<file path="src/rtl/vga_console_tty.sv">
// vga_console_tty: terminal-style writer feeding a VGA text-console character buffer.
// Accepts bytes over valid/ready, tracks a cursor and a colour attribute,
// interprets control codes, and performs hardware clear and scroll through the
// buffer's write port and combinational read port.
//
// Ports:
//   clk, rst            clock, asynchronous active-high reset
//   in_data/in_valid    input byte stream (bit 7 ignored)
//   in_ready            high while idle; a byte transfers on in_valid && in_ready
//   wr_en/wr_addr/wr_data  registered buffer write, one cell per cycle
//   rd_addr/rd_data     buffer read used during scroll copy (same-cycle data)
//   cursor_row/col      current cursor position
//   busy                high whenever not idle
module vga_console_tty #(
  parameter int unsigned NUM_ROWS   = 3,
  parameter int unsigned NUM_COLS   = 10,
  parameter logic [7:0]  BLANK_CHAR = 8'h20
) (
  input  logic       clk,
  input  logic       rst,
  input  logic [7:0] in_data,
  input  logic       in_valid,
  output logic       in_ready,
  output logic       wr_en,
  output logic [5:0] wr_addr,
  output logic [7:0] wr_data,
  output logic [5:0] rd_addr,
  input  logic [7:0] rd_data,
  output logic [1:0] cursor_row,
  output logic [3:0] cursor_col,
  output logic       busy
);

  localparam int unsigned ADDR_W = 6;
  localparam int unsigned ROW_W  = 2;
  localparam int unsigned COL_W  = 4;

  localparam logic [ADDR_W-1:0] LAST_CELL = ADDR_W'(NUM_ROWS * NUM_COLS - 1);
  localparam logic [ADDR_W-1:0] COPY_LAST = ADDR_W'((NUM_ROWS - 1) * NUM_COLS - 1);
  localparam logic [ADDR_W-1:0] COLS_A    = ADDR_W'(NUM_COLS);
  localparam logic [ROW_W-1:0]  LAST_ROW  = ROW_W'(NUM_ROWS - 1);
  localparam logic [COL_W-1:0]  LAST_COL  = COL_W'(NUM_COLS - 1);

  typedef enum logic [1:0] {
    ST_CLEAR,
    ST_IDLE,
    ST_COPY,
    ST_FILL
  } state_t;

  state_t            state;
  logic [ADDR_W-1:0] cnt;
  logic              attr;
  logic [6:0]        ch;
  logic [ADDR_W-1:0] cursor_addr;
  logic              printable;
  logic              unused_in_bit7;

  assign ch             = in_data[6:0];
  assign unused_in_bit7 = in_data[7];
  assign printable      = (ch >= 7'h20) && (ch <= 7'h7E);
  assign cursor_addr    = ADDR_W'(ADDR_W'(cursor_row) * COLS_A + ADDR_W'(cursor_col));

  assign in_ready = (state == ST_IDLE);
  assign busy     = (state != ST_IDLE);

  // Copy source is one row below the destination cell.
  assign rd_addr = (state == ST_COPY) ? ADDR_W'(cnt + COLS_A) : '0;

  // Controller: cell counter shared by clear and scroll (copy then fill continues the count).
  always_ff @(posedge clk or posedge rst) begin
    if (rst) begin
      state      <= ST_CLEAR;
      cnt        <= '0;
      cursor_row <= '0;
      cursor_col <= '0;
      attr       <= 1'b0;
      wr_en      <= 1'b0;
      wr_addr    <= '0;
      wr_data    <= '0;
    end else begin
      wr_en <= 1'b0;
      case (state)
        ST_CLEAR: begin
          wr_en   <= 1'b1;
          wr_addr <= cnt;
          wr_data <= BLANK_CHAR;
          if (cnt == LAST_CELL) begin
            cnt        <= '0;
            cursor_row <= '0;
            cursor_col <= '0;
            state      <= ST_IDLE;
          end else begin
            cnt <= ADDR_W'(cnt + ADDR_W'(1));
          end
        end

        ST_IDLE: begin
          if (in_valid) begin
            if (printable) begin
              wr_en   <= 1'b1;
              wr_addr <= cursor_addr;
              wr_data <= {attr, ch};
              if (cursor_col == LAST_COL) begin
                cursor_col <= '0;
                if (cursor_row == LAST_ROW) begin
                  cnt   <= '0;
                  state <= ST_COPY;
                end else begin
                  cursor_row <= ROW_W'(cursor_row + ROW_W'(1));
                end
              end else begin
                cursor_col <= COL_W'(cursor_col + COL_W'(1));
              end
            end else begin
              case (ch)
                7'h0A: begin
                  cursor_col <= '0;
                  if (cursor_row == LAST_ROW) begin
                    cnt   <= '0;
                    state <= ST_COPY;
                  end else begin
                    cursor_row <= ROW_W'(cursor_row + ROW_W'(1));
                  end
                end
                7'h0D: cursor_col <= '0;
                7'h08: begin
                  if (cursor_col != '0) cursor_col <= COL_W'(cursor_col - COL_W'(1));
                end
                7'h0C: begin
                  cnt   <= '0;
                  state <= ST_CLEAR;
                end
                7'h0E: attr <= 1'b1;
                7'h0F: attr <= 1'b0;
                default: ;
              endcase
            end
          end
        end

        ST_COPY: begin
          wr_en   <= 1'b1;
          wr_addr <= cnt;
          wr_data <= rd_data;
          cnt     <= ADDR_W'(cnt + ADDR_W'(1));
          if (cnt == COPY_LAST) state <= ST_FILL;
        end

        ST_FILL: begin
          wr_en   <= 1'b1;
          wr_addr <= cnt;
          wr_data <= BLANK_CHAR;
          if (cnt == LAST_CELL) begin
            cnt        <= '0;
            cursor_row <= LAST_ROW;
            cursor_col <= '0;
            state      <= ST_IDLE;
          end else begin
            cnt <= ADDR_W'(cnt + ADDR_W'(1));
          end
        end

        default: begin
          cnt   <= '0;
          state <= ST_CLEAR;
        end
      endcase
    end
  end

endmodule
</file>
<file path="config.mk">
export PLATFORM = sky130hd
export DESIGN_NAME = vga_console_tty
export DESIGN_NICKNAME = d
export VERILOG_FILES = /design/src/rtl/vga_console_tty.sv
export SDC_FILE = /design/constraint.sdc
export NUM_CORES = 1
export LEC_CHECK = 0
export CAP_MARGIN = 20
export CORE_MARGIN = 2
export CORE_UTILIZATION = 44
export DETAILED_ROUTE_END_ITERATION = 16
export GPL_TIMING_DRIVEN = 0
export PLACE_DENSITY = 0.77
export SYNTH_ARGS = -nofsm -noshare
export SYNTH_HDL_FRONTEND = slang
export SYNTH_SLANG_ARGS = --single-unit
</file>
<file path="constraint.sdc">
create_clock -name clk -period 2.3 [get_ports clk]
set_clock_uncertainty 0.15 [all_clocks]
set_input_delay 0.345 -clock clk [delete_from_list [all_inputs] [get_ports clk]]
set_output_delay 0.345 -clock clk [all_outputs]
set_load 0.05 [all_outputs]
</file>
==> results of run 1 <==
synth_stat cells (all sizes together) (2+ instances only):
cell type	instances	area share, %
nor3	4	0.96
inv	17	3.1
o41ai	2	1.7
ha	15	9.0
a22oi	7	2.5
nor4b	2	0.84
o2bb2ai	2	0.84
a2111oi	4	1.7
o31ai	2	0.72
a221o	3	1.4
nand3b	3	1.1
nand4	3	0.90
a41oi	2	0.84
clkbuf	10	1.8
dfrtp	30	36
nand2	10	1.8
a21o	5	1.8
o221ai	2	0.84
buf	2	0.54
o22ai	3	0.90
nor2b	5	1.5
a21oi	22	5.3
nor4	2	0.60
o21ai	4	0.96
nor2	19	3.5
xnor2	5	2.1
o211ai	2	0.72
mux2i	7	3.4
or4b	2	1.3
and2	7	2.1
nand3	4	0.96
a31oi	2	0.60
nand2b	4	1.2
report_power, final:
group | internal (mW) | total (mW) | switching [mW]
combinational | 0.964 | 2.61 | 1.65
clock | 0.240 | 0.459 | 0.218
sequential | 0.725 | 0.870 | 0.146
total | 1.93 | 3.94 | 2.01
placed cells by master (no fill, tap or decap), drive strengths merged, types with 7 or more instances in the layout:
cell           count
a21oi             22
a22oi              7
and2               7
buf               12
clkbuf            16
clkdlybuf4s50     31
dfrtp             30
ha                15
inv               16
mux2i              7
nand2             10
nor2              19
path summary, 6_finish.rpt:
kind	startpoint	endpoint	slack, ns	cells after the start
max in group asynchronous	rst	cursor_col[2]	1.34	3
max	state[0]	rd_addr[1]	0.04	4
max reg2reg	state[1]	cnt[3]	0.08	6
min in group clk	in_data[3]	wr_data[3]	0.29	3
min reg2reg	attr	attr	0.34	2
min	rst	wr_addr[3]	0.19	2
state kept, by name, indices dropped and copies added (netlist names):
| register | count |
|---|---|
| attr | 1 |
| cursor_col | 4 |
| state | 2 |
| cursor_row | 2 |
| wr_data | 8 |
| cnt | 6 |
| wr_en | 1 |
| wr_addr | 6 |
logic make-up after synthesis:
logic type,count (synthesis),synth area share (%)
simple gates,69,18.1
flops,30,35.9
fa+ha+maj,16,9.95
mux,8,3.89
buf+inv,30,5.57
xor+xnor,5,2.10
compound gates,70,24.4
through the flow:
step,area [um2],instances,utilization (%),TNS (ns)
6_report,2820,340,60.6,0
5_1_grt,2820,340,60.6,-0.537
4_1_cts,2800,337,60.0,0
3_5_place_dp,2660,328,57.0,-13.14
3_3_place_gp,2630,327,56.4,-12.11
2_1_floorplan,2110,228,-,0
routing by layer:
layer	vias to the layer above	track usage (%)	share of wire, %
li1	953	-	-
met1	918	28.0	44
met2	67	36.8	48
met3	12	4.83	5.2
met4	0	8.44	2.3
met5	-	0	0
final cells by class:
cell class	instances	area share, %
multi-input cells	168	45.4
flip-flops and latches	30	26.7
repair buffers	53	18.0
clock buffers	6	2.92
inverters	18	2.57
well taps	54	2.39
plain buffers	9	1.55
clock inverters	2	0.443
repair_timing:
| item | 4_1_cts | 5_1_grt |
|---|---|---|
| endpoints found under the setup margin | 34 | 17 |
| buffers inserted | 4 | 3 |
| resized for setup | 48 | 10 |
| pin swaps | 6 | 0 |
| hold buffers | 0 | 0 |
==> flow_summary.json, run 1 <==
{
  "synth_cell_types": 51,
  "ys_seq_area_share_pct": 35.9,
  "dr.pass1.iters": 5,
  "grt_usage_pct": 22.1,
  "cp_max_fo": 11,
  "multi_input_area_um2": 1280,
  "cp_top_family": "buffers and inverters",
  "ys_ff_latch": 30,
  "die_h_um": 72.9,
  "clock-sinks": 30,
  "numPortBuffers": 45,
  "holdWs_ns": 0.192,
  "grt_pass1_wl_mm": 9.05,
  "start_util_pct": 44.8,
  "dpl_worst_slack_ns": -0.571,
  "period_minus_slack_ns": 2.26,
  "fillers": 407,
  "ant_nets": 0,
  "grt_pass1_vias": 1895,
  "fin_ws_ns": 0.0366,
  "path_clk_slew_ns": 0.07,
  "maxCapViolCount": 0,
  "status": "finished clean",
  "crit_chain": "inv_1, ha_1, nor2b_1, clkdlybuf4s15_2",
  "worstSetupPathType": "reg -> out",
  "cts_max_level": 2,
  "hold_class": "in -> async",
  "syn-cell-area_um2": 2090,
  "wl_per_cell_um": 16.0,
  "final_nets": 320,
  "via_per_inst": 5.74,
  "grt_overflow": 0,
  "fp.coreArea_um2": 4660,
  "die_w_um": 72.9,
  "numCtsBuffers": 5,
  "yosysWarnings": 0,
  "clockBufferDepth": 2,
  "drive_gt1_share_pct": 17.5,
  "maxSlewHeadroom_pct": 65.2,
  "hold_viol": 0,
  "antenna_found_initial": 0,
  "die_area_um2": 5310,
  "crit_buf_inv": 2,
  "setup_viol": 0,
  "synth_edf_count": 0,
  "p_per_area_nw_per_um2": 1400,
  "worstPathRequired_ns": 1.80,
  "synthCells": 228,
  "max_freq_ghz": 0.442,
  "maxSlewViolCount": 0,
  "io_pins": 48,
  "diodes": 0,
  "rows": 25,
  "grt_max_degree": 24,
  "endpoint_kind": "primary output",
  "crit_arrival_ns": 1.77,
  "clock_latency_ns": 0.29,
  "slowest_delay_ns": 0.44,
  "register_area_um2": 754,
  "ys.flop_type": "dfrtp_1",
  "p_total_mw": 3.94,
  "drc": 0,
  "globalplace.congestion": 0.856,
  "start_kind": "register",
  "vias": 1950,
  "leakagePower_nw": 1.23,
  "cts-root-buf": "clkbuf_8",
  "peakVddDrop_uv": 515,
  "syn_nets": 263,
  "area.growth.synth_to_final_pct": 35.2,
  "fin_crit_sh_pct": 98.4,
  "slowest_stage": "dfrtp_1",
  "wirelength_mm": 5.45,
  "rsz0062_at_grt": "true",
  "worst_pin_slew_ns": 0.520,
  "place_hpwl_mm": 4.10,
  "async_flop_share_pct": 100,
  "cts_tree": "done",
  "drt-initial-drc-count": 141,
  "avgSynthCellArea_um2": 9.16
}
Power figures use the tool's default switching activity.
==> run 2, diff against run 1 <==
--- a/config.mk
+++ b/config.mk
@@ -6,11 +6,14 @@
 export NUM_CORES = 1
 export LEC_CHECK = 0
 export CAP_MARGIN = 20
+export CELL_PAD_IN_SITES_DETAIL_PLACEMENT = 1
+export CELL_PAD_IN_SITES_GLOBAL_PLACEMENT = 1
 export CORE_MARGIN = 2
-export CORE_UTILIZATION = 44
+export CORE_UTILIZATION = 38
+export CTS_CLUSTER_SIZE = 12
 export DETAILED_ROUTE_END_ITERATION = 16
 export GPL_TIMING_DRIVEN = 0
-export PLACE_DENSITY = 0.77
+export PLACE_DENSITY = 0.86
 export SYNTH_ARGS = -nofsm -noshare
 export SYNTH_HDL_FRONTEND = slang
 export SYNTH_SLANG_ARGS = --single-unit
==> flow_summary.json, run 2 (synthesized netlist as in run 1, its figures left out) <==
{
  "area.growth.synth_to_final_pct": 40.4,
  "endpoint_kind": "register",
  "gr-usage-met2_pct": 43.3,
  "dr.pass1.iters": 4,
  "fp.coreArea_um2": 5200,
  "start_kind": "primary input",
  "r2r_end": "cnt[3]",
  "p_per_area_nw_per_um2": 1490,
  "final_common_cell": "clkdlybuf4s50_1",
  "worstPathRequired_ns": 2.38,
  "die_area_um2": 6100,
  "drt-initial-drc-count": 85,
  "clock-sinks": 30,
  "drc": 0,
  "clockBufferDepth": 2,
  "final_area_um2": 2930,
  "worst_pin_slew_ns": 0.674,
  "final_nets": 319,
  "path_clk_slew_ns": 0.07,
  "slowest_stage": "or4b_4",
  "r2r_slack_ns": 0.06,
  "crit_chain": "clkdlybuf4s15_2, or4b_4, buf_4, nor3_4, nand2b_1, a2111oi_1, a21o_1",
  "globalRoute.busiestLayer": "met2",
  "globalplace.congestion": 0.804,
  "wl_per_cell_um": 20.5,
  "use_met1_pct": 29.8,
  "clock_latency_ns": 0.29,
  "placed_area_um2": 2680,
  "grt_pass1_vias": 2273,
  "antenna_found_initial": 0,
  "cp_max_fo": 6,
  "leakagePower_nw": 1.25,
  "worstSetupPathType": "in -> reg",
  "vias": 2116,
  "largest_reg_flops": 8,
  "setup_viol": 0,
  "tns_ns": 0,
  "largest_registers": "wr_data (8), cnt (6), wr_addr (6)",
  "place_hpwl_mm": 4.97,
  "start_util_pct": 40.1,
  "grt_max_degree": 18,
  "crit_arrival_ns": 2.33,
  "grtUsageMet3_pct": 5.86,
  "diodes": 0,
  "numPortBuffers": 45,
  "numCtsBuffers": 5,
  "crit_path_end": "cursor_col[0]",
  "die_w_um": 78.1,
  "cts-root-buf": "clkbuf_8",
  "maxCapViolCount": 0,
  "grt_overflow": 0,
  "rows": 26,
  "ant_nets": 0,
  "via_per_inst": 5.96,
  "grt_usage_pct": 25.1,
  "hold_class": "in -> reg",
  "die_h_um": 78.1,
  "hold_viol": 0,
  "grt_pass1_wl_mm": 11.8,
  "status": "finished clean",
  "io_pins": 48,
  "fillers": 608,
  "drive_gt1_share_pct": 21.8,
  "slowest_delay_ns": 0.51,
  "p_total_mw": 4.38,
  "max_freq_ghz": 0.443,
  "peakVddDrop_uv": 539,
  "wirelength_mm": 7.29,
  "rr_startpoint": "state[1]",
  "regMostFlops": "wr_data",
  "cts_tree": "done",
  "rsz0062_at_grt": "true",
  "period_minus_slack_ns": 2.26,
  "startpoint": "in_data[4]",
  "reg2reg_depth": 7,
  "fin_crit_sh_pct": 98.1,
  "maxSlewViolCount": 0,
  "maxSlewHeadroom_pct": 55.0,
  "layout_common_cells": "clkdlybuf4s50_1, dfrtp_1, a21oi_1, nor2_1, inv_1",
  "cts_max_level": 2,
  "holdWs_ns": 0.291
}
==> run 2: per-stage QoR <==
step	instances	setup WS (ns)	util, %
after global routing	355	-0.0305	56.3
after floorplan	228	0.0755	-
after detailed placement	344	-0.621	51.4
after CTS	352	0.00110	55.1
final	355	0.0440	56.3
after global placement	343	-0.498	50.9
==> run 2: worst min-delay path by stage <==
stage / from / to / cells past startpoint
CTS: in_data[2] / attr / 3
global placement: attr / attr / 2
detailed placement: attr / attr / 2
finish: in_data[6] / wr_data[6] / 3
global route: in_data[0] / attr / 2
floorplan: rst / attr / 1
==> run 2: repair_timing <==
item / CTS / global route
buffers inserted: 3 / 4
pin swaps: 7 / 8
setup endpoints to repair: 34 / 21
hold buffers: 0 / 0
hold endpoints to repair: 0 / 0
resized for setup: 47 / 29
==> run 2: metal layers <==
metal  up-vias  part of all wire (%)
met1      1050                    41
met5         -                     0
met4         0                   4.1
met3        25                   5.6
met2        90                    50
li1        951                     -
==> run 2: critical path, delay by kind of cell <==
| family | cells | cell delay, ns |
|---|---|---|
| AO/OA/AOI/OAI | 2 | 0.58 |
| AND/OR/NAND/NOR | 3 | 1.04 |
| buffers and inverters | 2 | 0.37 |
==> run 2: where the power goes <==
part           internal, mW  switching [mW]  leakage [nW]
Clock                 0.462           0.226        0.0714
Sequential            0.726           0.170         0.377
Combinational          1.00            1.79         0.803
==> run 2: area by class of cell <==
class	count	area [um2]	area share, %
sequential	30	756	25.8
timing repair buffer	53	508	17.3
clock inverter	2	60.1	2.05
clock buffer	6	82.6	2.82
multi-input combinational	168	1320	45.1
tap	70	87.6	2.99
buffer	8	42.5	1.45
inverter	18	72.6	2.47
==> run 3, diff against run 2 <==
--- a/config.mk
+++ b/config.mk
@@ -9,11 +9,12 @@
 export CELL_PAD_IN_SITES_DETAIL_PLACEMENT = 1
 export CELL_PAD_IN_SITES_GLOBAL_PLACEMENT = 1
 export CORE_MARGIN = 2
-export CORE_UTILIZATION = 38
+export CORE_UTILIZATION = 39
+export CTS_BUF_LIST = sky130_fd_sc_hd__clkbuf_8
 export CTS_CLUSTER_SIZE = 12
 export DETAILED_ROUTE_END_ITERATION = 16
 export GPL_TIMING_DRIVEN = 0
-export PLACE_DENSITY = 0.86
+export PLACE_DENSITY = 0.87
 export SYNTH_ARGS = -nofsm -noshare
 export SYNTH_HDL_FRONTEND = slang
 export SYNTH_SLANG_ARGS = --single-unit
==> flow_summary.json, run 3 (synthesized netlist as in run 1, its figures left out) <==
{
  "area.growth.synth_to_final_pct": 40.1,
  "period_minus_slack_ns": 2.27,
  "leakagePower_nw": 1.26,
  "crit_chain": "inv_1, ha_2, and2_1, clkdlybuf4s15_2",
  "switchingPower_mw": 2.21,
  "antenna_found_initial": 0,
  "grt_max_degree": 19,
  "path_clk_slew_ns": 0.08,
  "clock_latency_ns": 0.30,
  "fp.coreArea_um2": 5140,
  "hold_viol": 0,
  "dr.pass1.iters": 4,
  "worstPathRequired_ns": 1.80,
  "hold_class": "in -> async",
  "r2r_end": "cnt[1]",
  "tns_ns": 0,
  "peakVddDrop_uv": 645,
  "largest_reg_flops": 8,
  "start_kind": "register",
  "maxCapViolCount": 0,
  "io_pins": 48,
  "layout_common_cells": "clkdlybuf4s50_1, dfrtp_1, a21oi_1, nor2_1, inv_1",
  "ctsHoldBuffers": 0,
  "placed_area_um2": 2660,
  "wl_per_cell_um": 21.4,
  "final_area_um2": 2930,
  "cts_tree": "done",
  "cp_max_fo": 11,
  "grt_pass1_vias": 2245,
  "dpl_worst_slack_ns": -0.643,
  "comb_power_share_pct": 63.5,
  "endpoint_kind": "primary output",
  "globalplace.congestion": 0.808,
  "slowest_delay_ns": 0.45,
  "drc": 0,
  "diodes": 0,
  "rr_startpoint": "state[0]",
  "slowest_stage": "dfrtp_1",
  "vias": 2151,
  "fin_ws_ns": 0.0328,
  "die_h_um": 77.2,
  "seqPwrFrac_pct": 20.6,
  "wirelength_mm": 7.66,
  "rows": 26,
  "rsz0062_at_grt": "true",
  "worst_pin_slew_ns": 0.749,
  "die_area_um2": 5960,
  "drt-initial-drc-count": 131,
  "clkPwrFrac_pct": 15.9,
  "placedCellCount": 344,
  "reg2reg_depth": 6,
  "die_w_um": 77.2,
  "maxSlewHeadroom_pct": 50.0,
  "status": "finished clean",
  "cts_max_level": 2,
  "place_hpwl_mm": 5.15,
  "maxSlewViolCount": 0,
  "p_total_mw": 4.38,
  "start_util_pct": 40.6,
  "fin_crit_sh_pct": 98.6,
  "ant_nets": 0,
  "p_per_area_nw_per_um2": 1500,
  "max_freq_ghz": 0.441,
  "grt_overflow": 0,
  "fillers": 595,
  "crit_arrival_ns": 1.77,
  "worstSetupPathType": "reg -> out",
  "grt_usage_pct": 25.3,
  "clock-sinks": 30,
  "regMostFlops": "wr_data",
  "drive_gt1_share_pct": 20.9,
  "final_common_cell": "clkdlybuf4s50_1",
  "largest_registers": "wr_data (8), cnt (6), wr_addr (6)",
  "via_per_inst": 6.03,
  "final_cells": 357,
  "grt_pass1_wl_mm": 11.8,
  "crit_buf_inv": 2,
  "numPortBuffers": 45,
  "cts-root-buf": "clkbuf_8",
  "cp_top_family": "buffers and inverters",
  "internal_power_mw": 2.17,
  "numCtsBuffers": 5,
  "setup_viol": 0,
  "power.share.switching_pct": 50.4,
  "final_nets": 321,
  "clockBufferDepth": 2,
  "r2r_slack_ns": 0.04
}
-- run 3: layout make-up --
cell class              count  area, um2  area share (%)
plain buffers               8       42.5            1.45
clock buffers               6       82.6            2.82
clock inverters             2       60.1            2.05
inverters                  18       72.6            2.48
multi-input cells         168       1320            45.2
flip-flops and latches     30        754            25.8
well taps                  70       87.6            2.99
repair buffers             55        503            17.2
-- run 3: repair_timing --
item                                    4_1_cts  5_1_grt
buffers inserted                              4        5
endpoints found under the setup margin       35       21
pin swaps                                     7        4
gates resized for setup                      55       20
-- run 3: worst max path at each step --
stage / end / from / cells past startpoint / slack [ns]
after floorplan: cnt[3] / state[1] / 7 / 0.08
after global placement: state[0] / in_data[6] / 6 / -0.52
after detailed placement: state[0] / in_data[6] / 6 / -0.64
after CTS: cursor_row[0] / in_data[3] / 7 / 0.002
after global routing: rd_addr[0] / state[0] / 4 / -0.03
final: rd_addr[0] / state[0] / 4 / 0.03
-- run 3: worst register-to-register path, cell delays in order (launching register included) --
cell	delay [ns]
dfrtp_1	0.46
inv_1	0.13
ha_1	0.43
a41oi_2	0.27
o21ai_1	0.20
or3_4	0.41
o22ai_2	0.15
-- run 3: metal layers --
layer | global-route usage [%] | part of all wire, % | vias to the layer above
met4 | 9.11 | 2.0 | 0
met2 | 44.8 | 50 | 94
met5 | 0 | 0 | -
li1 | - | - | 953
met3 | 6.71 | 5.8 | 15
met1 | 29.1 | 42 | 1089
-- run 3: power groups by stage --
| stage | registers (mW) | logic (mW) | clock network (mW) |
|---|---|---|---|
| 3_3_place_gp | 0.891 | 2.46 | 0 |
| 5_1_grt | 0.924 | 2.94 | 0.718 |
| 3_5_place_dp | 0.904 | 2.55 | 0 |
| 6_report | 0.902 | 2.79 | 0.697 |
| 4_1_cts | 0.896 | 2.68 | 0.698 |
| 2_1_floorplan | 1.36 | 1.27 | 0 |
-- run 3: per-stage QoR --
| step | utilization (%) | hold slack [ns] |
|---|---|---|
| after global routing | 56.9 | 0.350 |
| after floorplan | - | 0.286 |
| after detailed placement | 51.8 | 0.335 |
| after CTS | 56.0 | 0.304 |
| final | 56.9 | 0.325 |
| after global placement | 51.5 | 0.317 |
